$ cat src/rtl/ram_access_ctrl_if.sv
// rtl/ram_access_ctrl_if.sv - host request/response, clear control and RAM array bus bundle
interface ram_access_ctrl_if #(
  parameter int ADDR_W = 8,
  parameter int DATA_W = 32
);
  logic              req_valid;
  logic              req_ready;
  logic              req_write;
  logic [ADDR_W-1:0] req_addr;
  logic [DATA_W-1:0] req_wdata;
  logic              resp_valid;
  logic              resp_write;
  logic [DATA_W-1:0] resp_rdata;
  logic              clr_start;
  logic              clr_busy;
  logic              mem_cs_n;
  logic              mem_rw;
  logic [ADDR_W-1:0] mem_adrs;
  logic [DATA_W-1:0] mem_data_in;
  logic [DATA_W-1:0] mem_data_out;

  // master: host plus RAM array side; slave: the access controller
  modport master (
    output req_valid, req_write, req_addr, req_wdata, clr_start, mem_data_out,
    input  req_ready, resp_valid, resp_write, resp_rdata, clr_busy,
    input  mem_cs_n, mem_rw, mem_adrs, mem_data_in
  );

  modport slave (
    input  req_valid, req_write, req_addr, req_wdata, clr_start, mem_data_out,
    output req_ready, resp_valid, resp_write, resp_rdata, clr_busy,
    output mem_cs_n, mem_rw, mem_adrs, mem_data_in
  );
endinterface

$ cat src/rtl/ram_access_ctrl.sv
// rtl/ram_access_ctrl.sv - RAM array initiator: setup/access/hold sequencing and self-timed zero-fill
module ram_access_ctrl #(
  parameter int ADDR_W        = 8,
  parameter int DATA_W        = 32,
  parameter int ACCESS_CYCLES = 2
) (
  input  logic             clk,
  input  logic             rst_n,
  ram_access_ctrl_if.slave bus
);
  localparam int CNT_W = $clog2(ACCESS_CYCLES + 1);
  localparam logic [CNT_W-1:0]  ACC_LAST = CNT_W'(ACCESS_CYCLES - 1);
  localparam logic [CNT_W-1:0]  ACC_ONE  = CNT_W'(1);
  localparam logic [ADDR_W:0]   CLR_LAST = {1'b0, {ADDR_W{1'b1}}};
  localparam logic [ADDR_W:0]   CLR_ONE  = {{ADDR_W{1'b0}}, 1'b1};

  typedef enum logic [1:0] {
    IDLE   = 2'd0,
    SETUP  = 2'd1,
    ACCESS = 2'd2,
    HOLD   = 2'd3
  } state_t;

  state_t            state, state_nxt;
  logic [CNT_W-1:0]  acc_cnt;
  logic [ADDR_W:0]   clr_cnt;
  logic [ADDR_W:0]   clr_cnt_inc;
  logic              clr_mode;
  logic              wr_q;
  logic [ADDR_W-1:0] addr_q;
  logic [DATA_W-1:0] data_q;
  logic [DATA_W-1:0] rdata_q;
  logic              accept_clr;
  logic              accept_req;
  logic              acc_done;
  logic              clr_done;

  assign clr_cnt_inc = clr_cnt + CLR_ONE;

  always_ff @(posedge clk) begin
    if (!rst_n) begin
      state <= IDLE;
    end else begin
      state <= state_nxt;
    end
  end

  always_comb begin
    state_nxt      = state;
    accept_clr     = 1'b0;
    accept_req     = 1'b0;
    acc_done       = 1'b0;
    clr_done       = 1'b0;
    bus.req_ready  = 1'b0;
    bus.mem_cs_n   = 1'b1;
    bus.resp_valid = 1'b0;
    bus.resp_write = 1'b0;
    case (state)
      IDLE: begin
        bus.req_ready = rst_n;
        // a pending clear always takes priority over a host request
        if (bus.clr_start) begin
          accept_clr = 1'b1;
          state_nxt  = SETUP;
        end else if (bus.req_valid) begin
          accept_req = 1'b1;
          state_nxt  = SETUP;
        end
      end
      SETUP: begin
        state_nxt = ACCESS;
      end
      ACCESS: begin
        bus.mem_cs_n = 1'b0;
        if (acc_cnt == '0) begin
          acc_done  = 1'b1;
          state_nxt = HOLD;
        end
      end
      HOLD: begin
        if (clr_mode) begin
          if (clr_cnt == CLR_LAST) begin
            clr_done  = 1'b1;
            state_nxt = IDLE;
          end else begin
            state_nxt = SETUP;
          end
        end else begin
          bus.resp_valid = 1'b1;
          bus.resp_write = wr_q;
          state_nxt      = IDLE;
        end
      end
      default: begin
        state_nxt = IDLE;
      end
    endcase
  end

  always_ff @(posedge clk) begin
    if (!rst_n) begin
      acc_cnt  <= '0;
      clr_cnt  <= '0;
      clr_mode <= 1'b0;
      wr_q     <= 1'b0;
      addr_q   <= '0;
      data_q   <= '0;
      rdata_q  <= '0;
    end else begin
      if (state == SETUP) begin
        acc_cnt <= ACC_LAST;
      end else if (state == ACCESS && acc_cnt != '0) begin
        acc_cnt <= acc_cnt - ACC_ONE;
      end

      if (accept_clr) begin
        clr_mode <= 1'b1;
        clr_cnt  <= '0;
        wr_q     <= 1'b1;
        addr_q   <= '0;
        data_q   <= '0;
      end else if (accept_req) begin
        wr_q   <= bus.req_write;
        addr_q <= bus.req_addr;
        data_q <= bus.req_wdata;
      end

      // zero-fill traffic never disturbs the last host read result
      if (acc_done && !clr_mode) begin
        rdata_q <= wr_q ? '0 : bus.mem_data_out;
      end

      if (state == HOLD && clr_mode) begin
        if (clr_done) begin
          clr_mode <= 1'b0;
        end else begin
          clr_cnt <= clr_cnt_inc;
          addr_q  <= clr_cnt_inc[ADDR_W-1:0];
        end
      end
    end
  end

  assign bus.mem_rw      = wr_q;
  assign bus.mem_adrs    = addr_q;
  assign bus.mem_data_in = data_q;
  assign bus.resp_rdata  = rdata_q;
  assign bus.clr_busy    = clr_mode;
endmodule
$ cat src/flat_wrapper.sv
// flat-port wrapper written by rule: the top's interface ports become plain ports
module ram_access_ctrl_flat 
#(
  parameter int ADDR_W        = 8,
  parameter int DATA_W        = 32,
  parameter int ACCESS_CYCLES = 2
)
  (clk, rst_n, bus_req_valid, bus_req_write, bus_req_addr, bus_req_wdata, bus_clr_start, bus_mem_data_out, bus_req_ready, bus_resp_valid, bus_resp_write, bus_resp_rdata, bus_clr_busy, bus_mem_cs_n, bus_mem_rw, bus_mem_adrs, bus_mem_data_in);
  ram_access_ctrl_if #(.ADDR_W(ADDR_W), .DATA_W(DATA_W)) bus_i ();
  input  logic clk;
  input  logic rst_n;
  input wire logic [$bits(bus_i.req_valid)-1:0] bus_req_valid;
  input wire logic [$bits(bus_i.req_write)-1:0] bus_req_write;
  input wire logic [$bits(bus_i.req_addr)-1:0] bus_req_addr;
  input wire logic [$bits(bus_i.req_wdata)-1:0] bus_req_wdata;
  input wire logic [$bits(bus_i.clr_start)-1:0] bus_clr_start;
  input wire logic [$bits(bus_i.mem_data_out)-1:0] bus_mem_data_out;
  output wire logic [$bits(bus_i.req_ready)-1:0] bus_req_ready;
  output wire logic [$bits(bus_i.resp_valid)-1:0] bus_resp_valid;
  output wire logic [$bits(bus_i.resp_write)-1:0] bus_resp_write;
  output wire logic [$bits(bus_i.resp_rdata)-1:0] bus_resp_rdata;
  output wire logic [$bits(bus_i.clr_busy)-1:0] bus_clr_busy;
  output wire logic [$bits(bus_i.mem_cs_n)-1:0] bus_mem_cs_n;
  output wire logic [$bits(bus_i.mem_rw)-1:0] bus_mem_rw;
  output wire logic [$bits(bus_i.mem_adrs)-1:0] bus_mem_adrs;
  output wire logic [$bits(bus_i.mem_data_in)-1:0] bus_mem_data_in;
  assign bus_i.req_valid = bus_req_valid;
  assign bus_i.req_write = bus_req_write;
  assign bus_i.req_addr = bus_req_addr;
  assign bus_i.req_wdata = bus_req_wdata;
  assign bus_i.clr_start = bus_clr_start;
  assign bus_i.mem_data_out = bus_mem_data_out;
  assign bus_req_ready = bus_i.req_ready;
  assign bus_resp_valid = bus_i.resp_valid;
  assign bus_resp_write = bus_i.resp_write;
  assign bus_resp_rdata = bus_i.resp_rdata;
  assign bus_clr_busy = bus_i.clr_busy;
  assign bus_mem_cs_n = bus_i.mem_cs_n;
  assign bus_mem_rw = bus_i.mem_rw;
  assign bus_mem_adrs = bus_i.mem_adrs;
  assign bus_mem_data_in = bus_i.mem_data_in;
  ram_access_ctrl #(.ADDR_W(ADDR_W), .DATA_W(DATA_W), .ACCESS_CYCLES(ACCESS_CYCLES)) u_core (.clk(clk), .rst_n(rst_n), .bus(bus_i));
endmodule
$ cat config.mk
export PLATFORM = sky130hd
export DESIGN_NAME = ram_access_ctrl_flat
export DESIGN_NICKNAME = d
export VERILOG_FILES = /design/src/rtl/ram_access_ctrl_if.sv /design/src/rtl/ram_access_ctrl.sv /design/src/flat_wrapper.sv
export SDC_FILE = /design/constraint.sdc
export NUM_CORES = 1
export LEC_CHECK = 0
export ABC_AREA = 0
export ABC_CLOCK_PERIOD_IN_PS = 2300
export BUFFER_PORTS_ARGS = -buffer_cell sky130_fd_sc_hd__buf_2
export CORE_MARGIN = 10
export CORE_UTILIZATION = 47
export DETAILED_ROUTE_END_ITERATION = 8
export PLACE_DENSITY = 0.83
export SETUP_SLACK_MARGIN = 0.3
export SYNTH_ARGS = -nofsm -noshare
export SYNTH_HDL_FRONTEND = slang
export SYNTH_SLANG_ARGS = --single-unit
$ cat constraint.sdc
create_clock -name clk -period 2.3 [get_ports clk]
set_input_delay 0.23 -clock clk [delete_from_list [all_inputs] [get_ports clk]]
set_output_delay 0.23 -clock clk [all_outputs]
set_load 0.05 [all_outputs]
==> impl_results.md <==
- Critical path data arrival time: about 2.2 ns
- Fillers: 648
- Wire per inst: roughly 15 µm
- Total CTS buffers: 9
- Vias/cell: 5.05
- Nets: 651
- Pre-antenna DRT Iters: 4
- Largest family of logic cells by synthesized area: simple AND/OR/NAND/NOR gates
- Iteration-0 DRC count of the detailed router: 137
- Post-synth EDFFs: 0
- Max_slew headroom: 0.711
- Peak supply drop: between 0.6 and 0.7 mV
- Die area: roughly 11000 µm²
- Switching Fraction: 0.408
- Register area share after synthesis: 0.494
- Port bufs: 154
- Most used DFF post-synth: dfxtp_1
- Slew @ Worst Pin: 0.433 ns
- Register area: 1750 µm²
- HP Start: bus_req_wdata[17]
- Hold endpoint: u_core.bus.mem_data_in[17]
- CP max FO: 5
- Startpoint types: register
- Initial Utilization: 0.483
- Lkg Pwr: 2.11 nW
- GP Congestion: 0.791
- Outcome: complete, no violations
- Sw Pwr: ~1.7 mW
- Die Wd: 107 µm
- Simple-gate share of the synthesized area: 0.233
- Final Critical Period: 1.95 ns
- Netlist Area Pre-Place: 3520 µm²
- Rows: 31
- Fraction of synthesized area in multiplexers: 0.0256
- I/O pin total: 155
- Layout cell share with drive strength beyond 1: 0.349
- Die Ht: 107 µm
- Netlist cell types: 33
- Hold Path Cell Cnt: 3
- Fmax: 0.512 GHz
- Slew Limit Fails: 0
- YS warnings: 0
- GR Util All Layers: 0.166
- Worst r2r src: u_core.clr_cnt[1]
- Setup TNS: 0 ns
- Compound-Gate Fraction of Synth Area: 0.146
- Syn-to-layout area delta: 30.6%
- Xor and xnor area share after synthesis: 0.0174
- Multi-input logic area: 1630 µm²
- Total Power: between 4 and 5 mW
- Drt total wl: 9.74 mm
- CTS Sinks: 87
- Dpl hpwl: 7.36 mm
- P_int: 2.50 mW
- Vias in the first global route: 3412
- Share of power burned in combinational logic: 0.374
- Clock slew at reported path FFs: 0.08 ns
- Later-pin clock latency in the skew report: about 0.34 ns
- Clock share of power: 0.209
- PwrDens: ~920 nW/µm²
- Syn_area_per_cell: 8.51 µm²
- Hold Vio Cnt, Final: 0
- Crit. End Element: register
- Root Driver: clkbuf_8
- #FFs+latches synth: 87
- CTS tree: done
- Finish-stage setup viols: 0
- Post-route ant nets: 0
- WP data required: 2.56 ns
- Hold Buf Count CTS: 0
- Cells after synthesis: about 410
- Core Region: 7290 µm²
- Antenna violations before repair: 0
- Net Count, Synth: around 500
- H-tree depth: 3
- Kind of critical path: reg -> reg
- GR Overflow Total: 0
- N_diodes: 0
- Pin count of the biggest net entering global routing: 43
- DRC viols: 0
- R2R cell count: 8
- Tcrit/Tclk final: 0.850
- First-pass GRT wire length: 15.7 mm
- Via Count: approximately 3400
- Adder-Cell Fraction of Synth Area: 0.0284
- Fraction of registers with async set/reset: 0
- RR Endpoint: u_core.clr_cnt[2]
- Worst clock skew: ~0.012 ns
- Sequential power share: 0.417
- Hold Path Class: in -> reg
- Reg2Reg Setup Slack: 0.35 ns
- RSZ-0062 raised after global routing: yes
- MaxCap Viol Count: 0
- Clock buffer depth: 2
- Crit path from: u_core.clr_cnt[1]
-- state kept, by name, indices dropped and copies added, names as in the netlist --
signal and cells:
u_core.bus.resp_rdata 32, u_core.clr_cnt 9, u_core.acc_cnt 2, u_core.bus.mem_adrs 8, u_core.bus.clr_busy 1, u_core.state 2, u_core.bus.mem_data_in 32, u_core.bus.mem_rw 1
-- cells in the final DEF (no fill, tap or decap), drive strengths merged --
cell,instances
or3,1
clkinv,4
o22ai,11
dfxtp,87
ha,8
a31oi,1
nand3,5
inv,10
xor2,2
xnor2,5
a21oi,74
mux2i,9
nor2,49
a2111oi,1
clkinvlp,1
o31ai,1
nor3b,33
and3,5
o21ai,4
a22o,1
and3b,1
a311oi,1
nand2,68
nor2b,2
clkbuf,12
nand3b,4
buf,169
and2,1
o32ai,1
-- cells in the mapped netlist, drive strengths merged, types with 2 or more instances --
cell type / n / area share
dfxtp: 87 / 0.49
o21ai: 4 / 0.0057
nand3b: 4 / 0.0096
nor3b: 33 / 0.073
nand2: 68 / 0.072
and3: 5 / 0.0089
buf: 19 / 0.034
a21oi: 74 / 0.11
nand3: 5 / 0.0071
xnor2: 5 / 0.012
mux2i: 9 / 0.026
inv: 10 / 0.011
ha: 8 / 0.028
clkbuf: 9 / 0.0096
o22ai: 11 / 0.020
nor2b: 2 / 0.0035
xor2: 2 / 0.0050
nor2: 49 / 0.052
-- final cells by class --
cell class	count	share of cell area
sequential	87	0.380
multi-input combinational	288	0.355
timing repair buffer	169	0.195
clock buffer	12	0.0294
tap	99	0.0269
inverter	11	0.00897
clock inverter	4	0.00489
-- timing repair --
item,4_1_cts,5_1_grt
endpoints found under the hold margin,0,0
gates cloned,0,0
setup buffers,2,0
setup endpoints to repair,11,18
resized for setup,4,11
-- per-stage QoR --
stage / setup slack [ns] / hold WS [ns] / cells / util / cell area, µm²
3_5_place_dp: 0.177 / 0.444 / 652 / 0.601 / 4380
3_3_place_gp: 0.259 / 0.438 / 652 / 0.601 / 4380
5_1_grt: 0.252 / 0.115 / 670 / 0.631 / 4600
6_report: 0.346 / 0.118 / 670 / 0.631 / 4600
4_1_cts: 0.310 / 0.100 / 670 / 0.625 / 4560
2_1_floorplan: 0.346 / 0.366 / 414 / - / 3530
-- cell families after synthesis --
group	Yosys count
flip-flops	87
adder cells (fa/ha/maj)	8
AND/OR/NAND/NOR	169
AO/OA/AOI/OAI	95
XOR/XNOR	7
multiplexers	9
buffers and inverters	39
-- critical path: stages, from the launching register on --
cell and delay [ns]:
dfxtp_1 0.41, ha_2 0.22, and3_4 0.18, and3_1 0.16, ha_1 0.17, and3b_2 0.27, a21oi_2 0.21, o21ai_0 0.14
a21oi_1 0.14
-- per-layer routing --
layer  share of wire  track usage
met1            0.42        0.183
met5               0            0
met4           0.012       0.0571
met2            0.44        0.260
met3            0.13       0.0976
-- power groups by stage --
stage | registers [mW] | logic, mW | clock network, mW
floorplan | 2.23 | 0.753 | 0
global placement | 1.79 | 1.52 | 0
detailed placement | 1.80 | 1.57 | 0
CTS | 1.76 | 1.58 | 0.927
global route | 1.78 | 1.72 | 0.988
finish | 1.76 | 1.58 | 0.884
-- worst max-delay path by stage --
stage | depth (start not counted) | endpoint | slack, ns
after floorplan | 8 | u_core.clr_cnt[5] | 0.35
after global placement | 8 | u_core.clr_cnt[5] | 0.26
after detailed placement | 8 | u_core.bus.mem_adrs[6] | 0.18
after CTS | 8 | u_core.clr_cnt[5] | 0.31
after global routing | 8 | u_core.clr_cnt[2] | 0.25
final | 8 | u_core.clr_cnt[2] | 0.35
No activity file was read; power rests on OpenSTA's default activity.
